`src/rtl/hack_bus_pkg.sv`:
```
// Shared widths, state encoding and a one-hot helper for the 8-way word-path arbiter.
package hack_bus_pkg;

   localparam int NUM_PORTS = 8;
   localparam int SEL_W     = 3;
   localparam int WORD_W    = 16;

   typedef enum logic {
      IDLE  = 1'b0,
      GRANT = 1'b1
   } state_t;

   function automatic logic [NUM_PORTS-1:0] onehot8(input logic [SEL_W-1:0] idx);
      return NUM_PORTS'(1) << idx;
   endfunction

endpackage

```
`src/rtl/Mux8Way16.sv`:
```
// Existing 8-way 16-bit word multiplexer used as the arbiter datapath.
module Mux8Way16 (
   input  logic [15:0] a,
   input  logic [15:0] b,
   input  logic [15:0] c,
   input  logic [15:0] d,
   input  logic [15:0] e,
   input  logic [15:0] f,
   input  logic [15:0] g,
   input  logic [15:0] h,
   input  logic [2:0]  sel,
   output logic [15:0] out
);

   always_comb begin
      case (sel)
         3'd0:    out = a;
         3'd1:    out = b;
         3'd2:    out = c;
         3'd3:    out = d;
         3'd4:    out = e;
         3'd5:    out = f;
         3'd6:    out = g;
         default: out = h;
      endcase
   end

endmodule

```
`src/rtl/rr_pick8.sv`:
```
// Rotating-priority picker: first requester at or after base, wrapping mod 8.
module rr_pick8
   import hack_bus_pkg::*;
(
   input  logic [NUM_PORTS-1:0] req,
   input  logic [SEL_W-1:0]     base,
   output logic [SEL_W-1:0]     idx,
   output logic                 any
);

   logic [SEL_W-1:0] w_cand;

   // Scan from farthest offset down so the nearest requester is written last.
   always_comb begin
      idx    = base;
      w_cand = base;
      any    = |req;
      for (int i = NUM_PORTS - 1; i >= 0; i--) begin
         w_cand = base + SEL_W'(i);
         if (req[w_cand]) begin
            idx = w_cand;
         end
      end
   end

endmodule

```
`src/rtl/mux8way16_rr_arbiter.sv`:
```
// Round-robin arbiter sharing one 16-bit word path among 8 requesters,
// with bursts capped at MAX_HOLD beats and a valid/ready consumer port.
//
//  state | meaning
//  IDLE  | no grant outstanding, waiting for any req
//  GRANT | gnt/sel point at one requester, beats flow on fire
module mux8way16_rr_arbiter
   import hack_bus_pkg::*;
#(
   parameter int MAX_HOLD = 4
) (
   input  logic                        clk,
   input  logic                        reset_n,
   input  logic [NUM_PORTS-1:0]        req,
   input  logic [NUM_PORTS*WORD_W-1:0] in_bus,
   output logic [NUM_PORTS-1:0]        gnt,
   output logic [NUM_PORTS-1:0]        ack,
   output logic [SEL_W-1:0]            sel,
   output logic [WORD_W-1:0]           out,
   output logic                        out_valid,
   input  logic                        out_ready,
   output logic                        busy
);

   localparam logic [3:0] LAST_BEAT = 4'(MAX_HOLD - 1);

   state_t                 r_state;
   logic [SEL_W-1:0]       r_sel;
   logic [SEL_W-1:0]       r_ptr;
   logic [NUM_PORTS-1:0]   r_gnt;
   logic [3:0]             r_beat_cnt;

   logic [SEL_W-1:0]       w_pick_base;
   logic [SEL_W-1:0]       w_pick_idx;
   logic                   w_pick_any;
   logic [WORD_W-1:0]      w_mux_out;
   logic                   w_out_valid;
   logic                   w_fire;
   logic                   w_release;

   // One picker serves both the fresh grant from IDLE and the re-grant on release.
   assign w_pick_base = (r_state == GRANT) ? (r_sel + SEL_W'(1)) : r_ptr;

   rr_pick8 u_pick (
      .req  (req),
      .base (w_pick_base),
      .idx  (w_pick_idx),
      .any  (w_pick_any)
   );

   Mux8Way16 u_mux (
      .a   (in_bus[0*WORD_W +: WORD_W]),
      .b   (in_bus[1*WORD_W +: WORD_W]),
      .c   (in_bus[2*WORD_W +: WORD_W]),
      .d   (in_bus[3*WORD_W +: WORD_W]),
      .e   (in_bus[4*WORD_W +: WORD_W]),
      .f   (in_bus[5*WORD_W +: WORD_W]),
      .g   (in_bus[6*WORD_W +: WORD_W]),
      .h   (in_bus[7*WORD_W +: WORD_W]),
      .sel (r_sel),
      .out (w_mux_out)
   );

   assign w_out_valid = (r_state == GRANT) && req[r_sel];
   assign w_fire      = w_out_valid && out_ready;
   assign w_release   = !req[r_sel] || (w_fire && (r_beat_cnt == LAST_BEAT));

   assign gnt       = r_gnt;
   assign sel       = r_sel;
   assign ack       = r_gnt & {NUM_PORTS{w_fire}};
   assign out       = w_out_valid ? w_mux_out : '0;
   assign out_valid = w_out_valid;
   assign busy      = (r_state == GRANT);

   always_ff @(posedge clk or negedge reset_n) begin
      if (!reset_n) begin
         r_state    <= IDLE;
         r_sel      <= '0;
         r_ptr      <= '0;
         r_gnt      <= '0;
         r_beat_cnt <= '0;
      end else begin
         case (r_state)
            IDLE: begin
               if (w_pick_any) begin
                  r_sel      <= w_pick_idx;
                  r_gnt      <= onehot8(w_pick_idx);
                  r_beat_cnt <= '0;
                  r_state    <= GRANT;
               end
            end
            GRANT: begin
               if (w_release) begin
                  r_ptr <= r_sel + SEL_W'(1);
                  if (w_pick_any) begin
                     r_sel      <= w_pick_idx;
                     r_gnt      <= onehot8(w_pick_idx);
                     r_beat_cnt <= '0;
                  end else begin
                     r_gnt      <= '0;
                     r_beat_cnt <= '0;
                     r_state    <= IDLE;
                  end
               end else if (w_fire) begin
                  r_beat_cnt <= r_beat_cnt + 4'd1;
               end
            end
            default: begin
               r_gnt   <= '0;
               r_state <= IDLE;
            end
         endcase
      end
   end

endmodule

```
`config.mk`:
```
export PLATFORM = sky130hd
export DESIGN_NAME = mux8way16_rr_arbiter
export DESIGN_NICKNAME = d
export VERILOG_FILES = /design/src/rtl/hack_bus_pkg.sv /design/src/rtl/Mux8Way16.sv /design/src/rtl/rr_pick8.sv /design/src/rtl/mux8way16_rr_arbiter.sv
export SDC_FILE = /design/constraint.sdc
export NUM_CORES = 1
export LEC_CHECK = 0
export CAP_MARGIN = 10
export CORE_MARGIN = 3
export CORE_UTILIZATION = 35
export DETAILED_ROUTE_END_ITERATION = 8
export MAX_ROUTING_LAYER = met4
export PLACE_DENSITY = 0.77
export SLEW_MARGIN = 25
export SYNTH_ARGS = -nofsm -noshare
export SYNTH_HDL_FRONTEND = slang
export SYNTH_HIERARCHICAL = 1
export SYNTH_SLANG_ARGS = --single-unit
```
`constraint.sdc`:
```
create_clock -name clk -period 11.15 [get_ports clk]
set_clock_uncertainty 0.1 [all_clocks]
set_input_delay 2.23 -clock clk [delete_from_list [all_inputs] [get_ports clk]]
set_output_delay 2.23 -clock clk [all_outputs]
set_load 0.02 [all_outputs]
```
# Yosys cells after proc, flatten, opt, wreduce, memory -nomap -nowiden
# Index checks and enable logic that the tools add are counted.
[op_classes]
add_sub_neg = 9
n_lt_le_gt_ge = 9
eq_ne = 10
n_shift = 1
mux = 43
bitwise = 2
reduce_logical = 10
[ops]
columns = ["operator", "n"]
rows = [
  ["16-bit one-hot mux with 7 select lines", 1],
  ["3-bit by 4-bit less-than comparator with 1-bit output, second input constant", 9],
  ["3-bit two-way mux", 11],
  ["1-bit binary-select mux with 3-bit select", 9],
  ["8-bit two-way mux", 3],
  ["16-bit two-way mux", 1],
  ["8-bit one-hot mux with 2 select lines", 1],
  ["3-bit adder, second input constant", 4],
  ["4-bit two-way mux", 3],
  ["1-bit two-way mux", 11],
  ["3-bit == test, second input constant", 3],
  ["8-bit bitwise AND", 1],
  ["4-bit one-hot mux with 2 select lines", 1],
  ["8-bit OR reduction", 1],
  ["1-bit by 3-bit left shift with 8-bit output, first input constant", 1],
  ["3-bit by 1-bit adder with 3-bit output, second input constant", 2],
  ["3-bit by 2-bit adder with 3-bit output, second input constant", 2],
  ["3-bit by 2-bit == test with 1-bit output, second input constant", 2],
  ["3-bit one-hot mux with 2 select lines", 1],
  ["2-bit AND reduction", 3],
  ["4-bit by 1-bit adder with 4-bit output, second input constant", 1],
  ["4-bit by 2-bit == test with 1-bit output, second input constant", 1],
  ["2-bit by 1-bit != test with 1-bit output, second input constant", 2],
  ["3-bit by 1-bit == test with 1-bit output, second input constant", 1],
  ["7 further kinds", 9],
]
[word_totals]
regBits = 19
inputBits = 139
word_cells = 89

# Depth between registers and ports, before layout
[logic_depth]
depth_word = 17
depth_mapped = 18
mapped_depth_nobuf = 14

# Hierarchy
# Netlist, hierarchy kept.
[modules_own_cells]
columns = ["mod", "instances", "cells_each", "area_per_inst_um2", "seq_area_each_um2"]
rows = [
  ["mux8way16_rr_arbiter", 1, 121, 1193.6, 475.5],
  ["Mux8Way16", 1, 154, 1026.0, 0.0],
  ["rr_pick8", 1, 94, 874.6, 0.0],
]

# Worst setup path before layout
# No wires, ideal clock.
[synth_timing]
path_kind = "input to output"
from = "input port req[0]"
to = "output port out[10]"
arrival_time_ns = 3.375
t_required_ns = 8.820
setup_slack_ns = 5.445
path_stages = 6
cell_sequence = "mux2_4 o22ai_2 nor3_1 buf_2 buf_4 and2_1"
[synth_via]
elab_chain_len = 4
[synth_rtl]
columns = ["item", "line", "rtl"]
rows = [
  ["start, declared", "mux8way16_rr_arbiter.sv:14", "input logic [NUM_PORTS-1:0] req,"],
  ["1-bit binary-select mux with 3-bit select", "mux8way16_rr_arbiter.sv:64", "assign w_out_valid = (r_state == GRANT) && req[r_sel];"],
  ["1-bit two-way mux (not written as such)", "mux8way16_rr_arbiter.sv:64", ""],
  ["1-bit logical AND", "mux8way16_rr_arbiter.sv:64", ""],
  ["net out_valid", "mux8way16_rr_arbiter.sv:20", "output logic out_valid,"],
  ["16-bit two-way mux", "mux8way16_rr_arbiter.sv:71", "assign out = w_out_valid ? w_mux_out : '0;"],
  ["end, declared", "mux8way16_rr_arbiter.sv:19", "output logic [WORD_W-1:0] out,"],
]
# The timed path passes the listed nets, and every way through them passes these cells. The select of a mux whose other input is x is not followed.

# Worst setup path after layout
[layout_timing]
from = "input port req[1]"
to = "output port out[14]"
[layout_via]
elab_chain_len = 4
[layout_rtl]
columns = ["item", "line"]
rows = [
  ["1-bit binary-select mux with 3-bit select", "mux8way16_rr_arbiter.sv:64"],
  ["1-bit two-way mux (not written as such)", "mux8way16_rr_arbiter.sv:64"],
  ["1-bit logical AND", "mux8way16_rr_arbiter.sv:64"],
  ["16-bit two-way mux", "mux8way16_rr_arbiter.sv:71"],
]
# Every way passes these cells. The select of a mux whose other input is x is not followed.

==> summary.md <==
| Metric | Value |
|---|---|
| Fin crit share | `60.7%` |
| Switch share | `52.1%` |
| Final core utilization | `58.0%` |
| Grt total ovfl | `0` |
| Crit path required time | `approximately 9 ns` |
| CP endpoint kind | `output pin` |
| Number of flops mapped to enable cells by yosys | `0` |
| Rows | `33` |
| IO Pins | `176` |
| ANT nets after route | `0` |
| Reg power frac | `6.2%` |
| Syn. warnings | `6` |
| VDD IR max | `about 280 uV` |
| Maxcap violations | `0` |
| Fin crit period | `approximately 6.8 ns` |
| P_int | `0.843 mW` |
| Worst r2r path cells | `14` |
| CTS Hold Bufs | `0` |
| Yosys top cell area share | `15.4%` |
| Final Setup Violations | `0` |
| CP arrival | `about 4.4 ns` |
| Commonest cells post-synth | `nand2_1, a21oi_1, a221oi_1` |
| Die height | `between 100 and 150 um` |
| Iteration-0 DRC count of the detailed router | `approximately 170` |
| H-tree levels | `1` |
| Total Nets Final | `around 670` |
| Avg Vias per Cell | `5.88` |
| Post-CTS Setup Inserts | `0` |
| Core box area | `around 8400 um2` |
| DP Wirelength | `9580 um` |
| Switching power | `0.916 mW` |
| Slew Limit Fails | `0` |
| Async S/R FF share, synth | `100%` |
| Router iterations before antenna repair | `5` |
| Worst Hold Depth | `2` |
| Synth Flop Type | `dfrtp_1` |
| Largest net degree at the start of global routing | `46` |
| Mapped Cells | `approximately 370` |
| Clock-pin slew on the worst setup and hold paths | `approximately 0.07 ns` |
| Num CTS Buffers | `3` |
| Synth area leader | `dfrtp_1` |
| Post-Route WL | `12300 um` |
| Comb power frac | `between 90% and 100%` |
| CTS tree | `yes` |
| FF+latch count, synth | `19` |
| Post-cts sizing count | `0` |
| Setup Total Neg Slack | `0 ns` |
| Syn Nets | `512` |
| Diode count | `0` |
| Mapped Area | `3090 um2` |
| # port buffers | `around 180` |
| Sequential cell area | `475 um2` |
| Clk root buf | `clkbuf_8` |
| Placer Congestion | `roughly 0.89` |
| Synth cell types | `66` |
| Worst-Skew Late Latency | `~0.25 ns` |
| Vias | `between 3000 and 4000` |
| Status | `completed` |
| Vias in the first global route | `around 3700` |
| Number of fillers in the final layout | `roughly 750` |
| Clk buf depth | `2` |
| Critical path launch point type | `input port` |
| RSZ-0062 raised after global routing | `no` |
| CP Class | `input port to output pin` |
| First-pass GRT wire length | `18900 um` |
| Routed WL per cell | `approximately 20 um` |
| CP Max Fanout | `31` |
| Starting Density | `around 37%` |
| Pwr/cell area | `about 360 nW/um2` |
| Area contributors post-synth | `dfrtp_1, a221oi_1, mux4_2, nand2_1, mux2_2` |
| Final hold vios | `0` |
| Clock network fraction of design power | `2.7%` |
| Initial antenna violation count | `0` |
| Least-Margin Pin Slew | `~0.83 ns` |
| DRC | `0` |
| Layout cells sized above 1 | `about a tenth` |
| F_max | `around 0.15 GHz` |
| Hold Crit Class | `flop to flop` |
| Width of the die | `roughly 100 um` |
| Clock Sinks | `19` |
| Die ar. | `roughly 10000 um2` |
| Area of the multi-input gates | `2380 um2` |
| Area growth syn-to-layout | `57.2%` |
| Leakage power | `about 1.9 nW` |
| Top-count cell post-synth | `nand2_1` |
| Register area share after synthesis | `between 10% and 20%` |
| GRT Total Usage | `between 20% and 30%` |
| Synth Area per Inst | `around 8.4 um2` |
| Max transition margin | `44.4%` |
[area by class of cell]
class / instances / share of cell area [%]
clock buffer: 3 / 0.849
clock inverter: 1 / 0.103
inverter: 10 / 0.772
multi-input combinational: 307 / 48.9
sequential: 19 / 9.77
tap: 105 / 2.70
timing repair buffer: 181 / 36.9
[registers in the layout, summed over array words and instances, names as in the netlist]
signal / count
r_ptr: 3
sel: 3
r_beat_cnt: 4
busy: 1
gnt: 8
[cell families after synthesis]
kind of cell    synth area share [%]
flops                           15.4
mux                             20.1
simple gates                    21.2
compound gates                  32.2
buf+inv                         8.09
xor+xnor                        1.38
fa+ha+maj                       1.62
[power groups by stage]
stage                     Sequential (mW)  Clock [mW]  Combinational [mW]
after floorplan                     0.127           0                1.17
after global placement              0.110           0                1.56
after detailed placement            0.111           0                1.59
after CTS                           0.110      0.0484                1.59
after global routing                0.113      0.0509                1.73
final                               0.109      0.0472                1.60
[cell usage in the layout (no fill, tap or decap), types with 13 or more instances in the layout]
cell             count
and2_1              18
mux2i_1             13
nand2_1             43
mux2_2              13
dfrtp_1             19
nor2_1              16
a21oi_1             28
a221oi_1            23
clkdlybuf4s50_1    175
a22oi_1             14
[layer usage]
| layer | part of all wire [%] | GRT usage, % |
|---|---|---|
| met5 | 0 | - |
| met3 | 6.6 | 2.78 |
| met2 | 50 | 41.8 |
| met1 | 40 | 28.5 |
| met4 | 3.7 | 9.02 |
[worst max-delay path, stage by stage]
cell	delay (ns)
clkdlybuf4s50_1	0.61
mux2_4	0.21
o22ai_2	0.09
nor3_2	0.15
buf_4	0.31
and2_1	0.19
clkdlybuf4s50_1	0.63
[stage by stage]
step	area (um2)	power [mW]	hold WS, ns	cells	worst slack (ns)
after CTS	4860	1.75	0.406	626	4.40
after global placement	4820	1.67	0.379	622	4.45
after global routing	4860	1.89	0.422	626	4.26
after detailed placement	4820	1.70	0.390	622	4.40
final	4860	1.76	0.397	626	4.38
after floorplan	3090	1.29	0.350	369	5.44
[path summary, 6_finish.rpt]
check                               from            end  slack [ns]
worst max-delay path              req[1]        out[14]        4.38
worst min-delay path            r_ptr[0]       r_ptr[0]        0.40
worst max register to register    sel[0]         gnt[5]        6.74
worst min register to register  r_ptr[0]       r_ptr[0]        0.40
max in group asynchronous        reset_n  r_beat_cnt[2]        8.09
min in group asynchronous        reset_n         gnt[6]        2.35
Note: power is estimated with default switching activity, not from simulation.
